**src/rtl/game_pkg.sv**
```systemverilog
// Shared encodings between the game state controller and the gameplay-side
// fight outcome tracker.
package game_pkg;

    typedef enum logic [2:0] {
        CTRL_MENU      = 3'b000,
        CTRL_COUNTDOWN = 3'b001,
        CTRL_GAMEPLAY  = 3'b010,
        CTRL_GAME_OVER = 3'b011
    } ctrl_state_e;

    typedef enum logic [1:0] {
        TRK_IDLE  = 2'b00,
        TRK_FIGHT = 2'b01,
        TRK_OVER  = 2'b10
    } trk_state_e;

    typedef enum logic [1:0] {
        REASON_NONE    = 2'b00,
        REASON_KO      = 2'b01,
        REASON_TIMEOUT = 2'b10
    } over_reason_e;

    localparam int HEALTH_W_DEF   = 8;
    localparam int MAX_HEALTH_DEF = 100;
    localparam int SECONDS_W      = 7;

endpackage

```
**src/rtl/fight_outcome_tracker_round_timer.sv**
```systemverilog
// Round clock: tick prescaler feeding a saturating seconds down-counter.
// 'expired' flags the cycle whose edge takes seconds_left from 1 to 0.
module round_timer
    import game_pkg::*;
#(
    parameter int TICKS_PER_SEC = 60,
    parameter int ROUND_SECONDS = 99
) (
    input  logic                 clk_game,
    input  logic                 reset_n,
    input  logic                 load,
    input  logic                 run,
    output logic [SECONDS_W-1:0] seconds_left,
    output logic                 expired
);

    localparam int TICK_W = (TICKS_PER_SEC > 1) ? $clog2(TICKS_PER_SEC) : 1;
    localparam logic [TICK_W-1:0]    TICK_LAST = TICK_W'(TICKS_PER_SEC - 1);
    localparam logic [SECONDS_W-1:0] SEC_LOAD  = SECONDS_W'(ROUND_SECONDS);

    logic [TICK_W-1:0]    tick_q, tick_d;
    logic [SECONDS_W-1:0] sec_q, sec_d;
    logic                 wrap;

    // Reload beats a same-cycle wrap, so a reload never costs a second.
    always_comb begin
        tick_d = tick_q;
        sec_d  = sec_q;
        wrap   = run && !load && (tick_q == TICK_LAST);
        if (load) begin
            tick_d = '0;
            sec_d  = SEC_LOAD;
        end else if (run) begin
            if (tick_q == TICK_LAST) begin
                tick_d = '0;
                if (sec_q != '0) begin
                    sec_d = sec_q - SECONDS_W'(1);
                end
            end else begin
                tick_d = tick_q + TICK_W'(1);
            end
        end
    end

    always_ff @(posedge clk_game) begin
        if (!reset_n) begin
            tick_q <= '0;
            sec_q  <= SEC_LOAD;
        end else begin
            tick_q <= tick_d;
            sec_q  <= sec_d;
        end
    end

    assign seconds_left = sec_q;
    assign expired      = wrap && (sec_q == SECONDS_W'(1));

endmodule

```
**src/rtl/fight_outcome_tracker.sv**
```systemverilog
// Gameplay responder: tracks both players' health and the round clock, and
// reports KO / timeout outcomes back to the game state controller.
module fight_outcome_tracker
    import game_pkg::*;
#(
    parameter int MAX_HEALTH    = MAX_HEALTH_DEF,
    parameter int HEALTH_W      = HEALTH_W_DEF,
    parameter int TICKS_PER_SEC = 60,
    parameter int ROUND_SECONDS = 99
) (
    input  logic                 clk_game,
    input  logic                 reset_n,
    input  logic                 reset_gameplay,
    input  logic                 start_gameplay,
    input  logic                 timer_enable,
    input  logic                 timer_reset,
    input  logic                 p1_hit_valid,
    input  logic [HEALTH_W-1:0]  p1_hit_damage,
    input  logic                 p2_hit_valid,
    input  logic [HEALTH_W-1:0]  p2_hit_damage,
    output logic [HEALTH_W-1:0]  p1_health,
    output logic [HEALTH_W-1:0]  p2_health,
    output logic [SECONDS_W-1:0] seconds_left,
    output logic                 game_over_condition,
    output logic                 winner_p1,
    output logic                 winner_p2,
    output logic [1:0]           over_reason
);

    localparam logic [HEALTH_W-1:0] HEALTH_LOAD = HEALTH_W'(MAX_HEALTH);

    trk_state_e          state_q, state_d;
    over_reason_e        over_reason_q, over_reason_d;
    logic [HEALTH_W-1:0] p1_health_q, p1_health_d;
    logic [HEALTH_W-1:0] p2_health_q, p2_health_d;
    logic                game_over_q, game_over_d;
    logic                winner_p1_q, winner_p1_d;
    logic                winner_p2_q, winner_p2_d;
    logic [HEALTH_W-1:0] p1_post, p2_post;
    logic                in_fight, ko, timer_expired;

    function automatic logic [HEALTH_W-1:0] sat_sub(input logic [HEALTH_W-1:0] h,
                                                    input logic [HEALTH_W-1:0] d);
        return (d >= h) ? '0 : h - d;
    endfunction

    assign in_fight = (state_q == TRK_FIGHT);

    round_timer #(
        .TICKS_PER_SEC(TICKS_PER_SEC),
        .ROUND_SECONDS(ROUND_SECONDS)
    ) u_round_timer (
        .clk_game    (clk_game),
        .reset_n     (reset_n),
        .load        (reset_gameplay || (in_fight && timer_reset)),
        .run         (in_fight && timer_enable),
        .seconds_left(seconds_left),
        .expired     (timer_expired)
    );

    // Outcome is decided on post-hit health so a same-cycle hit counts.
    always_comb begin
        p1_post = p2_hit_valid ? sat_sub(p1_health_q, p2_hit_damage) : p1_health_q;
        p2_post = p1_hit_valid ? sat_sub(p2_health_q, p1_hit_damage) : p2_health_q;
        ko      = (p1_post == '0) || (p2_post == '0);

        state_d       = state_q;
        p1_health_d   = p1_health_q;
        p2_health_d   = p2_health_q;
        game_over_d   = game_over_q;
        winner_p1_d   = winner_p1_q;
        winner_p2_d   = winner_p2_q;
        over_reason_d = over_reason_q;

        if (reset_gameplay) begin
            state_d       = start_gameplay ? TRK_FIGHT : TRK_IDLE;
            p1_health_d   = HEALTH_LOAD;
            p2_health_d   = HEALTH_LOAD;
            game_over_d   = 1'b0;
            winner_p1_d   = 1'b0;
            winner_p2_d   = 1'b0;
            over_reason_d = REASON_NONE;
        end else begin
            case (state_q)
                TRK_IDLE: begin
                    if (start_gameplay) begin
                        state_d = TRK_FIGHT;
                    end
                end
                TRK_FIGHT: begin
                    p1_health_d = p1_post;
                    p2_health_d = p2_post;
                    if (ko) begin
                        state_d       = TRK_OVER;
                        game_over_d   = 1'b1;
                        over_reason_d = REASON_KO;
                        winner_p1_d   = (p2_post == '0) && (p1_post != '0);
                        winner_p2_d   = (p1_post == '0) && (p2_post != '0);
                    end else if (timer_expired) begin
                        state_d       = TRK_OVER;
                        game_over_d   = 1'b1;
                        over_reason_d = REASON_TIMEOUT;
                        winner_p1_d   = p1_post > p2_post;
                        winner_p2_d   = p2_post > p1_post;
                    end
                end
                TRK_OVER: begin
                end
                default: begin
                    state_d = TRK_IDLE;
                end
            endcase
        end
    end

    always_ff @(posedge clk_game) begin
        if (!reset_n) begin
            state_q       <= TRK_IDLE;
            p1_health_q   <= HEALTH_LOAD;
            p2_health_q   <= HEALTH_LOAD;
            game_over_q   <= 1'b0;
            winner_p1_q   <= 1'b0;
            winner_p2_q   <= 1'b0;
            over_reason_q <= REASON_NONE;
        end else begin
            state_q       <= state_d;
            p1_health_q   <= p1_health_d;
            p2_health_q   <= p2_health_d;
            game_over_q   <= game_over_d;
            winner_p1_q   <= winner_p1_d;
            winner_p2_q   <= winner_p2_d;
            over_reason_q <= over_reason_d;
        end
    end

    assign p1_health           = p1_health_q;
    assign p2_health           = p2_health_q;
    assign game_over_condition = game_over_q;
    assign winner_p1           = winner_p1_q;
    assign winner_p2           = winner_p2_q;
    assign over_reason         = over_reason_q;

endmodule

```
**config.mk**
```make
export PLATFORM = sky130hd
export DESIGN_NAME = fight_outcome_tracker
export DESIGN_NICKNAME = d
export VERILOG_FILES = /design/src/rtl/game_pkg.sv /design/src/rtl/fight_outcome_tracker_round_timer.sv /design/src/rtl/fight_outcome_tracker.sv
export SDC_FILE = /design/constraint.sdc
export NUM_CORES = 1
export LEC_CHECK = 0
export CORE_ASPECT_RATIO = 1.4
export CORE_UTILIZATION = 42
export CTS_CLUSTER_SIZE = 10
export DETAILED_ROUTE_END_ITERATION = 8
export PLACE_DENSITY = 0.73
export RECOVER_POWER = 25
export SLEW_MARGIN = 0
export SYNTH_ARGS = -nofsm -noshare
export SYNTH_HDL_FRONTEND = slang
export SYNTH_SLANG_ARGS = --single-unit
```
**constraint.sdc**
```tcl
create_clock -name clk_game -period 9.05 [get_ports clk_game]
set_input_delay 2.2625 -clock clk_game [delete_from_list [all_inputs] [get_ports clk_game]]
set_output_delay 2.2625 -clock clk_game [all_outputs]
set_load 0.03 [all_outputs]
```
## Word level (Yosys, flattened, before mapping)

Index checks and enable logic that the tools add are counted.

- Order comparisons: 4
- Equality and inequality tests: 7
- Muxes and demuxes: 18
- Bitwise gates (word level): 1
- Reductions and logical operators: 22
- $add $sub $neg: 4

Operator list:

| cell | count |
|---|---|
| $mux 8 | 4 |
| $ge 8x8->1 | 2 |
| $gt 8x8->1 | 2 |
| $logic_not 8->1 | 2 |
| $reduce_bool 8->1 | 2 |
| $sub 8x8->8 | 2 |
| $mux 2 | 5 |
| $eq 7x1->1 const B | 1 |
| $logic_and 1x1->1 | 7 |
| $mux 1 | 7 |
| $reduce_bool 7->1 | 1 |
| $sub 7x1->7 const B | 1 |
| $add 6x1->6 const B | 1 |
| $eq 6x6->1 const B | 1 |
| $mux 6 | 1 |
| $pmux 2 s3 | 1 |
| $reduce_and 3->1 | 2 |
| $ne 4x2->1 const B | 1 |
| $reduce_or 2->1 | 2 |
| $ne 3x3->1 const B | 1 |
| $eq 2x1->1 const B | 1 |
| $eq 2x2->1 const B | 1 |
| $logic_not 2->1 | 1 |
| $logic_or 1x1->1 | 2 |
| other kinds (5) | 5 |

- Output and inout port bits: 28
- Register bits after elaboration: 36
- Input port bits: 24
- Logic and storage cells: 65

## Depth between registers and ports, before layout

- Word-level depth: 11
- Gate-level depth with buffers: 19
- Depth with buffers taken out: 18

## Modules after synthesis

Synthesis repeated with hierarchy kept, for this count alone.

- Cell total of the unflattened synthesis: 341
- Area total of the unflattened synthesis: 2786.4 um2

Modules (own cells, without submodules):

| module | sequential area each (um2) | times used | area an instance (um2) | cells an instance |
|---|---|---|---|---|
| fight_outcome_tracker | 460.4 | 1 | 2115.8 | 267 |
| round_timer | 260.2 | 1 | 670.6 | 74 |

## Least setup slack after synthesis

OpenSTA, ideal clock, no wires.

- Path type: input to register
- Start point: in p1_hit_damage[0]
- End point: reg winner_p2_q (netlist: winner_p2)
- Data required time: 8935 ps
- Path slack: 3944 ps
- Arrival time: 4991 ps
- Buffers on the path: 1
- Setup time: 115 ps
- Stages: 16
- Cell sequence: ha_1 > inv_1 > fa_1 > and3_4 > o21ba_1 > a211oi_1 > or2_1 > buf_4 > o32ai_1 > ha_1 > a21o_1 > a21o_1 > a211o_1 > o21ai_0 > o211ai_2 > and3_1

- Cells in the longest elaborated chain, start to end: 7
- Elaborated cells between the ends (all ways): 13
- Those cells by class: 1 x add/sub; 2 x order compare; 4 x mux; 6 x reduce/logical

RTL lines:

| element | line | text |
|---|---|---|
| start: declaration | fight_outcome_tracker.sv:18 | `input logic [HEALTH_W-1:0] p1_hit_damage,` |
| $sub 8x8->8 / $ge 8x8->1 (equally long branches) | fight_outcome_tracker.sv:44 | `return (d >= h) ? '0 : h - d;` |
| $mux 8 * | fight_outcome_tracker.sv:44 |  |
| $mux 8 * | fight_outcome_tracker.sv:64 | `p2_post = p1_hit_valid ? sat_sub(p2_health_q, p1_hit_damage) : p2_health_q;` |
| named net p2_post[5] | fight_outcome_tracker.sv:39 | `logic [HEALTH_W-1:0] p1_post, p2_post;` |
| branches (longest 4 deep; another with $gt 8x8->1) | - |  |
| end signal: assignment | fight_outcome_tracker.sv:131 | `winner_p2_q <= winner_p2_d;` |
| end: declaration | fight_outcome_tracker.sv:38 | `logic winner_p2_q, winner_p2_d;` |

Mark *: on every way through the listed nets, which the timed path passes. The select of a mux whose other input is x is not followed.
A chain may end at the register's enable or synchronous reset.

## Final worst setup path

- Start point: in p1_hit_damage[0]
- End point: reg winner_p1_q (netlist: winner_p1)

- Cells in the longest elaborated chain, start to end: 7
- Elaborated cells between the ends (all ways): 12
- Those cells by class: 1 x add/sub; 2 x order compare; 4 x mux; 5 x reduce/logical

RTL lines:

| element | line | text |
|---|---|---|
| $sub 8x8->8 / $ge 8x8->1 (equally long branches) | fight_outcome_tracker.sv:44 |  |
| $mux 8 * | fight_outcome_tracker.sv:44 |  |
| $mux 8 * | fight_outcome_tracker.sv:64 |  |
| named net p2_post[1] | fight_outcome_tracker.sv:39 |  |
| branches (longest 4 deep; another with $gt 8x8->1) | - |  |
| end signal: assignment | fight_outcome_tracker.sv:130 | `winner_p1_q <= winner_p1_d;` |
| end: declaration | fight_outcome_tracker.sv:37 | `logic winner_p1_q, winner_p1_d;` |

Marks and branches as above.

==> impl.org <==
** Outcome
- The flow ran to the end, and the final reports show no timing, DRC or antenna violations.

** STA
- Time the worst path needs with I/O delays and setup :: 5.58 ns
- Measured against its own limit, the worst slew margin works out to 36.3%.
- Highest Clock Rate :: 179 MHz
- The hold violation count in the final report is 0.
- At the pin with the least slew margin, the transition time is 0.953 ns.
- Setup violations remaining at the end of the flow were counted as 0.
- Setup repair after global routing left no endpoint under its margin.
- Clock skew on the completed layout was measured at 0.00829 ns.
- Final slew viol count :: 0
- Setup TNS :: 0 ns
- Share of the clock period used by the worst path :: 61.7%

** Pwr
- Leakage power of the design :: 1.49 nW
- Fraction of power consumed by sequential logic :: 41.9%
- Switching Share :: 32.9%
- Internal Pwr Total :: 266 uW
- Clock share of power :: 28.3%
- Across the VDD grid, the largest voltage drop is 88.1 uV.
- The analysis attributes to net switching a power of 131 uW.
- Combinational logic burns 29.8% of the power.
- For this design the ratio of total power to cell area is 117 nW/um2.

** Finish
- Number of antenna diodes :: 0
- The count of cells in the finished layout, fillers not included, comes to 467.
- Layout cell share with drive strength beyond 1 :: 4.30%
- Area growth from synthesis to layout :: 23.6%
- The final layout contains 447 nets.

** Setup path
- Critical path class :: in2reg
- Startpoint type of the worst setup path :: input port
- Critical path endpoint category :: flip-flop
- The worst register-to-register path ends at winner_p1$_SDFFE_PP0P_.
- In this run the register-to-register setup slack is 5.49 ns.
- The number of cells on the worst reg-to-reg path is 17.
- Biggest fanout along the worst timing path :: 8
- For the worst setup path, the data required time is 9.28 ns.
- At the worst endpoint, the arrival time is 5.81 ns.
- Crit-path max cell delay :: 0.46 ns
- Beginning of the worst register-to-register path :: p2_health[0]$_SDFFE_PP0N_
- The critical path goes through clkdlybuf4s50_1, ha_1, inv_1, fa_1, and3_4, o21ba_1, a211oi_1, or2_1, o22ai_1, ha_1, nor2b_1, o211ai_1, a21oi_1, a211o_1, o21ai_0, o22ai_1, nor2_1.
- Among all stages on the critical path, the largest delay is contributed by clkdlybuf4s50_1.

** Drt
- Summing over every cut layer, the via total after detailed routing is 2659.
- In the routed design, unresolved DRC markers number 0.
- Detail-routed via count per cell :: 5.69
- Final wirelength :: 6880 um
- In this run the remaining antenna-violating nets after routing total 0.
- Drt initial violations :: 109
- Dividing the detail-routed wire length by the instance count gives 14.7 um.
- Before antenna repair, the detailed router went through 4 iterations.

** GRT
- The initial antenna violation count was 0.
- Global-route met3 utilization :: 3.53%
- All-layer global routing usage :: 20.8%
- For this run the aggregate overflow at the end of global routing stands at 0.
- Wire length of the first global-routing pass :: 11700 um
- Busiest metal layer after global routing :: met2
- Pin count of the biggest net entering global routing :: 26
- Met1 routing resource usage after global routing :: 23.7%
- The via count of the first global-routing pass came to 2628.
- For this run, global-route usage on met2 was measured as 38.2%.

** Synth
- Part of the Yosys area used for sequential elements :: 26.3%
- Sorting the synthesized cells by how often they occur yields inv_1 (39), dfxtp_1 (36), nor2_1 (31).
- Post-synth EDFFs :: 0
- Total of warnings raised by yosys :: 0
- Cell types occupying the most area after synthesis :: dfxtp_1 (26%), ha_1 (12%), inv_1 (5.3%)
- The number of different library cells used by synthesis comes to 59.
- By instance count, the leading cell after synthesis is inv_1.
- Share of synthesized registers carrying an async set or reset :: 0%
- Prevailing post-synth register cell :: dfxtp_1
- Synthesis produced a netlist with a net count of 398.
- In this run, synthesis produced a sequential element count of 36.
- Area share of the largest cell type after synthesis :: 26.3%
- Synthesis produced 345 cells.
- Largest area contributor in the synthesized netlist :: dfxtp_1
- Area of the mapped netlist :: 2740 um2
- A synthesized cell averages 7.95 um2.

** Floorplanning
- During I/O placement, the number of pins put on the boundary was 52.
- Core outline area :: 6250 um2
- Initial Util :: 43.8%
- The die covers 6860 um2.
- Die width :: 70.3 um
- The initialized floorplan defines 34 standard-cell rows.
- The die is 97.6 um tall.

** Place
- Placed cells :: 459
- Detailed placement ended at an HPWL of 5360 um.
- Routability congestion estimate from global placement :: 0.857
- Input/output buffers :: 51

** CTS
- CTS tree :: done
- CTS buffer count :: 5
- Clock transition at the registers of the reported paths :: 0.08 ns
- Buffer count from post-CTS setup fixing :: 0
- Clk sink count :: 36
- Post-cts repair resize count :: 0
- The clock reaches the later pin of the worst-skew pair after 0.29 ns.
- The clock passes through at most 2 buffers.
- The tree is rooted in a clkbuf_8.
- CTS HTree Levels :: 2
- Hold-fix buffers, CTS :: 0

** Hold path
- Counting instances, the worst hold path has a depth of 2.
- The min-delay analysis places its worst path in the category reg2reg.
- Origin of the worst min-delay path :: u_round_timer.seconds_left[6]$_SDFFE_PP1P_
- For hold timing, the worst endpoint is u_round_timer.seconds_left[6]$_SDFFE_PP1P_.

** Job
- Across the run, the number of max-cap violations was 0.
power groups by stage:
stage                     Combinational [mW]  Sequential [mW]  Clock [mW]
after floorplan                       0.0772            0.175           0
after global placement                 0.115            0.170           0
after CTS                              0.118            0.167       0.116
final                                  0.118            0.167       0.112
after detailed placement               0.117            0.170           0
after global routing                   0.131            0.167       0.122
layout by cell type (no fill, tap or decap), types with 6 or more instances in the layout:
master / instances
dfxtp_1: 36
dlygate4sd3_1: 16
nor2_1: 31
a211oi_1: 10
nor2b_1: 13
o21ai_0: 14
clkdlybuf4s50_1: 35
xnor2_1: 6
xor2_1: 7
o211ai_1: 9
nand2b_1: 7
nand4_1: 6
a21oi_1: 26
inv_1: 39
nand2_1: 25
ha_1: 27
nand3_1: 7
cells by family after synthesis:
| logic type | after synthesis | share of synthesized area [%] |
|---|---|---|
| adder cells (fa/ha/maj) | 29 | 13.8 |
| AND/OR/NAND/NOR | 116 | 21.9 |
| AO/OA/AOI/OAI | 102 | 26.8 |
| buffers and inverters | 49 | 7.07 |
| XOR/XNOR | 13 | 4.15 |
| flip-flops | 36 | 26.3 |
sequential cells by signal, summed over array words and instances (netlist names):
signal,flops
over_reason,2
winner_p2,1
u_round_timer.tick_q,6
state_q,2
game_over_condition,1
p1_health,8
u_round_timer.seconds_left,7
p2_health,8
winner_p1,1
layout make-up:
class,instances,area (um2)
clock inverter,3,18.8
sequential,36,721
fill,599,2860
timing repair buffer,52,518
inverter,39,146
clock buffer,5,68.8
multi-input combinational,260,1830
tap,72,90.1
metrics by stage:
step	total power [mW]	utilization [%]	setup WS [ns]	cell area (um2)	hold slack (ns)
3_5_place_dp	0.288	52.8	3.16	3300	0.469
5_1_grt	0.421	54.2	3.18	3390	0.524
3_3_place_gp	0.285	52.8	3.25	3300	0.471
2_1_floorplan	0.252	-	3.94	2740	0.454
4_1_cts	0.400	54.2	3.47	3390	0.484
6_report	0.397	54.2	3.47	3390	0.483
how the worst max path moves through the flow:
stage	endpoint	start	slack (ns)	depth (start not counted)
3_3_place_gp	winner_p2$_SDFFE_PP0P_	p1_hit_damage[0]	3.25	17
2_1_floorplan	winner_p2$_SDFFE_PP0P_	p1_hit_damage[0]	3.94	16
4_1_cts	winner_p1$_SDFFE_PP0P_	p1_hit_damage[0]	3.47	17
5_1_grt	winner_p2$_SDFFE_PP0P_	p1_hit_damage[0]	3.18	17
3_5_place_dp	winner_p1$_SDFFE_PP0P_	p1_hit_damage[0]	3.16	17
6_report	winner_p1$_SDFFE_PP0P_	p1_hit_damage[0]	3.47	17
critical path: cells and delay by family:
family	cells	cell delay, ns
fa+ha+maj	3	0.88
compound gates	8	1.37
buf+inv	2	0.51
simple gates	4	0.78
routing by layer:
layer  wire length, um  up-vias
met3               265       14
met2              3550       69
li1                  -     1350
met5                 0        -
met4               130        0
met1              2930     1226
Power figures use the tool's default switching activity.
